[src/rtl/mem_stage.sv]
// -----------------------------------------------------------------------------
// mem_stage -- data-memory access stage of the pipeline.
//
// Converts a load/store sitting in the MEM stage into a request on a simple
// request/grant + read-valid data bus, stalls the upstream pipeline while the
// access is outstanding, and returns the size/sign-extended load result.
//
// Handshake summary (one place, applies to every bus signal below):
//   - The request phase is dReq/dGnt: the request is transferred in the cycle
//     where dReq=1 and dGnt=1. While dReq=1 and dGnt=0, dWe/dAddr/dBe/dWdata
//     are held stable.
//   - The read-data phase is dRvalid alone: it is only looked at while a
//     granted load is waiting for data, and is ignored at any other time.
//   - dGnt with no request pending is ignored.
//   - A stalled pipeline (stallReq=1) keeps all mem* inputs stable.
//
// Ports
//   clk, arstn                 clock (rising edge), async active-low reset
//   memLoad, memStore          access kind in MEM (both high = store)
//   memFunct3                  size/sign: 000 B, 001 H, 010 W, 100 BU, 101 HU
//                              (011/110/111 behave as W)
//   memAddr, memStoreData      effective address, LSB-aligned store data
//   dReq, dWe, dAddr, dBe,
//   dWdata                     bus request, write flag, word address, byte
//                              enables, lane-replicated write data
//   dGnt, dRvalid, dRdata      bus grant, read data valid, read data
//   stallReq                   freeze IF..EX/MEM, access not done this cycle
//   loadData, loadValid        extended load result / load completes now
//   misalignErr, busErr        one-cycle error pulses
//   dbg_state                  current FSM state (0 IDLE, 1 WAIT_GNT,
//                              2 WAIT_RVALID)
// -----------------------------------------------------------------------------
module mem_stage #(
  parameter int unsigned BUS_TIMEOUT = 16
) (
  input  logic        clk,
  input  logic        arstn,
  input  logic        memLoad,
  input  logic        memStore,
  input  logic [2:0]  memFunct3,
  input  logic [31:0] memAddr,
  input  logic [31:0] memStoreData,
  output logic        dReq,
  output logic        dWe,
  output logic [31:0] dAddr,
  output logic [3:0]  dBe,
  output logic [31:0] dWdata,
  input  logic        dGnt,
  input  logic        dRvalid,
  input  logic [31:0] dRdata,
  output logic        stallReq,
  output logic [31:0] loadData,
  output logic        loadValid,
  output logic        misalignErr,
  output logic        busErr,
  output logic [1:0]  dbg_state
);

  typedef enum logic [1:0] {
    ST_IDLE        = 2'd0,
    ST_WAIT_GNT    = 2'd1,
    ST_WAIT_RVALID = 2'd2
  } state_t;

  // The wait counter is zero in the first cycle after the request cycle, so
  // the access is (wait_cnt + 1) cycles old; it has reached cycle
  // BUS_TIMEOUT-1 when wait_cnt equals BUS_TIMEOUT-2.
  localparam logic [7:0] TIMEOUT_CNT = 8'(BUS_TIMEOUT - 2);

  state_t      state_q;
  state_t      state_d;
  logic [7:0]  wait_cnt_q;

  // Access captured in the request cycle, replayed while waiting.
  logic        we_q;
  logic [31:0] addr_q;
  logic [3:0]  be_q;
  logic [31:0] wdata_q;
  logic [2:0]  f3_q;
  logic [1:0]  off_q;

  // Decode of the incoming access.
  logic        acc_req;
  logic        acc_we;
  logic        sz_b;
  logic        sz_h;
  logic        sz_w;
  logic        misaligned;
  logic        idle_issue;
  logic        idle_misalign;
  logic [3:0]  be_c;
  logic [31:0] wdata_c;

  // Per-cycle outcome of the outstanding access.
  logic        complete;
  logic        timeout_hit;
  logic        abort;

  // Load extraction.
  logic [7:0]  ld_byte;
  logic [15:0] ld_half;
  logic [31:0] ld_ext;

  // ---------------------------------------------------------------------------
  // Incoming access decode. Reset gates the request so nothing leaks onto the
  // bus combinationally while arstn is low.
  // ---------------------------------------------------------------------------
  always_comb begin
    acc_req       = arstn & (memLoad | memStore);
    acc_we        = memStore;
    sz_w          = memFunct3[1];
    sz_h          = ~memFunct3[1] & memFunct3[0];
    sz_b          = ~memFunct3[1] & ~memFunct3[0];
    misaligned    = (sz_h & memAddr[0]) | (sz_w & (memAddr[1:0] != 2'b00));
    idle_misalign = (state_q == ST_IDLE) & acc_req & misaligned;
    idle_issue    = (state_q == ST_IDLE) & acc_req & ~misaligned;

    be_c    = 4'b1111;
    wdata_c = memStoreData;
    if (sz_b) begin
      be_c    = 4'b0001 << memAddr[1:0];
      wdata_c = {4{memStoreData[7:0]}};
    end else if (sz_h) begin
      be_c    = 4'b0011 << memAddr[1:0];
      wdata_c = {2{memStoreData[15:0]}};
    end
  end

  // ---------------------------------------------------------------------------
  // Completion / timeout. A cycle that completes the access never times out;
  // a load granted in its timeout cycle has not completed and is aborted.
  // ---------------------------------------------------------------------------
  always_comb begin
    complete = 1'b0;
    case (state_q)
      ST_IDLE:        complete = idle_issue & acc_we & dGnt;
      ST_WAIT_GNT:    complete = we_q & dGnt;
      ST_WAIT_RVALID: complete = dRvalid;
      default:        complete = 1'b0;
    endcase
    timeout_hit = (state_q != ST_IDLE) && (wait_cnt_q == TIMEOUT_CNT);
    abort       = timeout_hit & ~complete;
  end

  // ---------------------------------------------------------------------------
  // FSM: state register.
  // ---------------------------------------------------------------------------
  always_ff @(posedge clk or negedge arstn) begin
    if (!arstn) begin
      state_q <= ST_IDLE;
    end else begin
      state_q <= state_d;
    end
  end

  // ---------------------------------------------------------------------------
  // FSM: next state.
  // ---------------------------------------------------------------------------
  always_comb begin
    state_d = state_q;
    case (state_q)
      ST_IDLE: begin
        if (idle_issue) begin
          if (dGnt) begin
            state_d = acc_we ? ST_IDLE : ST_WAIT_RVALID;
          end else begin
            state_d = ST_WAIT_GNT;
          end
        end
      end
      ST_WAIT_GNT: begin
        if (abort) begin
          state_d = ST_IDLE;
        end else if (dGnt) begin
          state_d = we_q ? ST_IDLE : ST_WAIT_RVALID;
        end
      end
      ST_WAIT_RVALID: begin
        if (dRvalid || abort) begin
          state_d = ST_IDLE;
        end
      end
      default: state_d = ST_IDLE;
    endcase
  end

  // ---------------------------------------------------------------------------
  // FSM: outputs. In the request cycle the bus sees the decoded inputs
  // directly; afterwards it sees the captured copy.
  // ---------------------------------------------------------------------------
  always_comb begin
    dReq        = idle_issue | ((state_q == ST_WAIT_GNT) & ~abort);
    dWe         = 1'b0;
    dBe         = 4'b0000;
    if (dReq) begin
      dWe = (state_q == ST_IDLE) ? acc_we : we_q;
      dBe = (state_q == ST_IDLE) ? be_c   : be_q;
    end
    dAddr       = idle_issue ? {memAddr[31:2], 2'b00} : addr_q;
    dWdata      = idle_issue ? wdata_c : wdata_q;
    stallReq    = (idle_issue | (state_q != ST_IDLE)) & ~complete & ~abort;
    loadValid   = (state_q == ST_WAIT_RVALID) & dRvalid;
    loadData    = loadValid ? ld_ext : 32'h0;
    misalignErr = idle_misalign;
    busErr      = abort;
    dbg_state   = state_q;
  end

  // ---------------------------------------------------------------------------
  // Wait counter: zero while idle and on return to idle, counts wait cycles.
  // ---------------------------------------------------------------------------
  always_ff @(posedge clk or negedge arstn) begin
    if (!arstn) begin
      wait_cnt_q <= 8'd0;
    end else if (state_q == ST_IDLE || state_d == ST_IDLE) begin
      wait_cnt_q <= 8'd0;
    end else begin
      wait_cnt_q <= wait_cnt_q + 8'd1;
    end
  end

  // ---------------------------------------------------------------------------
  // Access capture in the request cycle.
  // ---------------------------------------------------------------------------
  always_ff @(posedge clk or negedge arstn) begin
    if (!arstn) begin
      we_q    <= 1'b0;
      addr_q  <= 32'h0;
      be_q    <= 4'h0;
      wdata_q <= 32'h0;
      f3_q    <= 3'h0;
      off_q   <= 2'h0;
    end else if (idle_issue) begin
      we_q    <= acc_we;
      addr_q  <= {memAddr[31:2], 2'b00};
      be_q    <= be_c;
      wdata_q <= wdata_c;
      f3_q    <= memFunct3;
      off_q   <= memAddr[1:0];
    end
  end

  // ---------------------------------------------------------------------------
  // Load extraction from the captured offset and size/sign.
  // ---------------------------------------------------------------------------
  always_comb begin
    case (off_q)
      2'd0:    ld_byte = dRdata[7:0];
      2'd1:    ld_byte = dRdata[15:8];
      2'd2:    ld_byte = dRdata[23:16];
      default: ld_byte = dRdata[31:24];
    endcase
    ld_half = off_q[1] ? dRdata[31:16] : dRdata[15:0];

    if (f3_q[1]) begin
      ld_ext = dRdata;
    end else if (f3_q[0]) begin
      ld_ext = f3_q[2] ? {16'h0, ld_half} : {{16{ld_half[15]}}, ld_half};
    end else begin
      ld_ext = f3_q[2] ? {24'h0, ld_byte} : {{24{ld_byte[7]}}, ld_byte};
    end
  end

endmodule

[config.mk]
export PLATFORM = sky130hd
export DESIGN_NAME = mem_stage
export DESIGN_NICKNAME = d
export VERILOG_FILES = /design/src/rtl/mem_stage.sv
export SDC_FILE = /design/constraint.sdc
export NUM_CORES = 1
export LEC_CHECK = 0
export CAP_MARGIN = 20
export CELL_PAD_IN_SITES_DETAIL_PLACEMENT = 1
export CELL_PAD_IN_SITES_GLOBAL_PLACEMENT = 1
export CORE_AREA = 5 5 136 138
export DETAILED_ROUTE_END_ITERATION = 8
export DIE_AREA = 0 0 141 143
export PLACE_DENSITY = 0.81
export SYNTH_ARGS = -nofsm -noshare
export SYNTH_HDL_FRONTEND = slang
export SYNTH_SLANG_ARGS = --single-unit
[constraint.sdc]
create_clock -name clk -period 1.63 [get_ports clk]
set_input_delay 0.326 -clock clk [delete_from_list [all_inputs] [get_ports clk]]
set_output_delay 0.326 -clock clk [all_outputs]
set_load 0.02 [all_outputs]
==> results.py <==
metrics = {
    "outcome": {
        "status": "finished with violations",
        "violations": "negative setup slack",
    },
    "pwr": {
        "irDropWorstVdd_v": 0.000862,
        "cellLeakagePower_nw": 5.46,
        "p_per_area_nw_per_um2": 1190,
    },
    "critical_path": {
        "r2r_cells": 9,
        "crit_top_cell": "buf_4",
        "crit_slowest_cell": "dlygate4sd2_1",
        "timing.rr.start": "dbg_state[1]$_DFF_PN0_",
        "regToRegSetupSlack_ps": -320,
        "crit_required_ps": 1300,
        "end_kind": "primary output",
        "critPathKind": "in2out",
        "critPathArrivalTime_ps": 2130,
        "startpoint": "memAddr[0]",
        "crit_chain": "dlygate4sd2_1 > inv_2 > ha_2 > nand2b_4 > buf_4 > and4_4 > buf_4 > buf_4 > a21oi_2 > a311oi_4 > buf_6",
        "cp_max_fo": 3,
        "timing.rr.end": "be_q[1]$_DFFE_PN0N_",
        "worstSetupStartpointType": "input port",
        "slowest_delay_ps": 280,
    },
    "worst_hold_path": {
        "hp-class": "in2async",
    },
    "synthesis": {
        "ys_seq_area_frac": 0.465,
        "synth_area_um2": 4520,
        "yosysUniqueCellTypes": 51,
        "yosys_warnings": 0,
        "synth_area_per_cell_um2": 8.61,
        "synth_ff_type": "dfrtp_1",
        "async_reset_ff_frac": 1.00,
        "synth-edff-count": 0,
        "syn_nets": 636,
        "synth-seq-cells": 84,
        "postSynthCellCount": 525,
    },
    "timing": {
        "tns_ps": -85240,
        "finalCritPeriodShare": 1.50,
        "max_freq_mhz": 408,
        "drv_slew": 0,
        "tightest_slew_ps": 724,
        "rsz0062_at_grt": "true",
        "fin_ws_ps": -822,
        "setup_viol": 186,
        "slew_headroom": 0.517,
        "finalHoldViolCount": 0,
        "skew_ps": 12.7,
        "period_minus_slack_ps": 2450,
    },
    "cells_and_area": {
        "mostFrequentLayoutCells": "buf_6 (172), buf_4 (121), nand2_4 (118)",
        "regArea_um2": 2110,
        "final_cells": 1174,
        "multi_input_area_um2": 4120,
        "final_common_cell": "buf_6",
        "finish.utilization": 0.678,
        "layout-drive-gt1-share": 0.663,
        "fillers": 1660,
        "fin_nets": 1051,
        "syn2layout_area_growth_pct": 156,
    },
    "floorplanning": {
        "design.die.area_um2": 20200,
        "initial_core_util": 0.265,
        "die_h_um": 143,
        "core_area_um2": 17100,
        "ios": 213,
        "rows": 48,
        "die_w_um": 141,
    },
    "clocking": {
        "cts_max_level": 3,
        "clk_pin_slew_worst_paths_ps": 70,
        "clk_latency_ps": 360,
        "cts_buffers": 9,
        "clkSinkCount": 84,
        "clock_path_buffers": 2,
        "cts-root-buf": "clkbuf_16",
        "cts_tree": "built",
    },
    "placement": {
        "gp_congestion": 0.910,
        "portBuffers": 212,
        "placed_cells": 1058,
        "post-place-ws_ps": -1360,
        "hpwlAfterDp_um": 16000,
    },
    "global_routing": {
        "grt_overflow": 0,
        "track_usage": 0.236,
        "grt_pass1_vias": 6515,
        "grt_first_pass_wirelength_um": 37200,
        "antenna_found_initial": 7,
        "grt_max_degree": 51,
    },
    "route": {
        "post_drt_wl_per_cell_um": 30.7,
        "dr_total_vias": 6352,
        "drt-pass1-iter-count": 5,
        "vias_per_cell": 5.41,
        "wl_um": 36000,
        "ant_nets": 0,
        "drc_errors": 0,
        "drtIter0Drc": 450,
    },
    "job": {
        "maxCapViolations": 0,
    },
}
==> routing by layer <==
layer / wire [um] / vias up / GRT usage
li1: - / 2620 / -
met1: 13300 / 3269 / 0.254
met2: 18900 / 351 / 0.435
met3: 2210 / 110 / 0.0556
met4: 1620 / 2 / 0.114
met5: 13 / - / 0
==> worst max-delay path, delay by kind of cell <==
kind | cells | cell delay [ps]
AND/OR/NAND/NOR | 2 | 410
buffers and inverters | 6 | 910
adder cells (fa/ha/maj) | 1 | 180
AO/OA/AOI/OAI | 2 | 280
==> per-stage QoR <==
stage                     hold WS [ps]  power (mW)  instance area, um^2
after global routing              77.5        14.2                11600
after global placement             410        7.59                 8230
after CTS                         65.1        10.9                 9560
final                             50.0        13.8                11600
after detailed placement           418        7.80                 8230
after floorplan                   30.4        5.20                 4970
==> final cells by class <==
type / count / area share
repair buffers: 436 / 0.408
multi-input cells: 399 / 0.356
flip-flops and latches: 84 / 0.182
well taps: 225 / 0.0243
clock buffers: 11 / 0.0210
clock inverters: 4 / 0.00433
inverters: 10 / 0.00357
diodes: 5 / 0.00108
==> how the worst max path moves through the flow <==
stage	slack, ps	cells past startpoint	endpoint
6_report	-820	11	stallReq
5_1_grt	-870	6	loadData[13]
4_1_cts	-740	6	loadData[8]
3_5_place_dp	-1360	9	dWdata[8]
3_3_place_gp	-1240	9	dWdata[26]
2_1_floorplan	-300	4	loadData[10]
==> cells in the mapped netlist (all sizes together) (7+ instances only) <==
cell type	instances	area, um^2
inv	10	37.5
a21o	16	120
a21oi	18	90.1
nand2	168	631
buf	22	125
nor2	39	149
clkbuf	10	37.5
o32ai	7	61.3
o21ai	41	205
nor3	9	45.0
dfrtp	84	2100
mux2i	33	330
==> repair_timing <==
| item | CTS | global route |
|---|---|---|
| endpoints found under the setup margin | 182 | 185 |
| buffers inserted | 36 | 69 |
| hold endpoints to repair | 0 | 0 |
| gates resized for setup | 758 | 402 |
| pin swaps | 39 | 132 |
| hold buffers | 0 | 0 |
| cloned | 8 | 10 |
==> report_power, final <==
| part | internal, mW | total (mW) | switching, mW |
|---|---|---|---|
| combinational | 4.12 | 8.32 | 4.20 |
| clock | 1.22 | 2.21 | 0.991 |
| sequential | 2.65 | 3.26 | 0.612 |
==> cell families (layout without fill, tap and decap cells) <==
logic type / after synthesis / after routing / synth area share
and+or+nand+nor: 249 / 249 / 0.236
AOI/OAI and AO/OA: 104 / 104 / 0.149
DFF: 84 / 84 / 0.465
buffers and inverters: 42 / 461 / 0.0443
muxes: 34 / 34 / 0.0780
adders and majority gates: 6 / 6 / 0.0166
xor gates and xnor gates: 6 / 6 / 0.0116
other: 0 / 5 / 0
==> flip-flops by register name (all words and copies together) (netlist names) <==
signal	cells
addr_q	32
f3_q	3
we_q	1
off_q	2
be_q	4
dbg_state	2
wdata_q	32
wait_cnt_q	8
No activity file was read; power rests on OpenSTA's default activity.
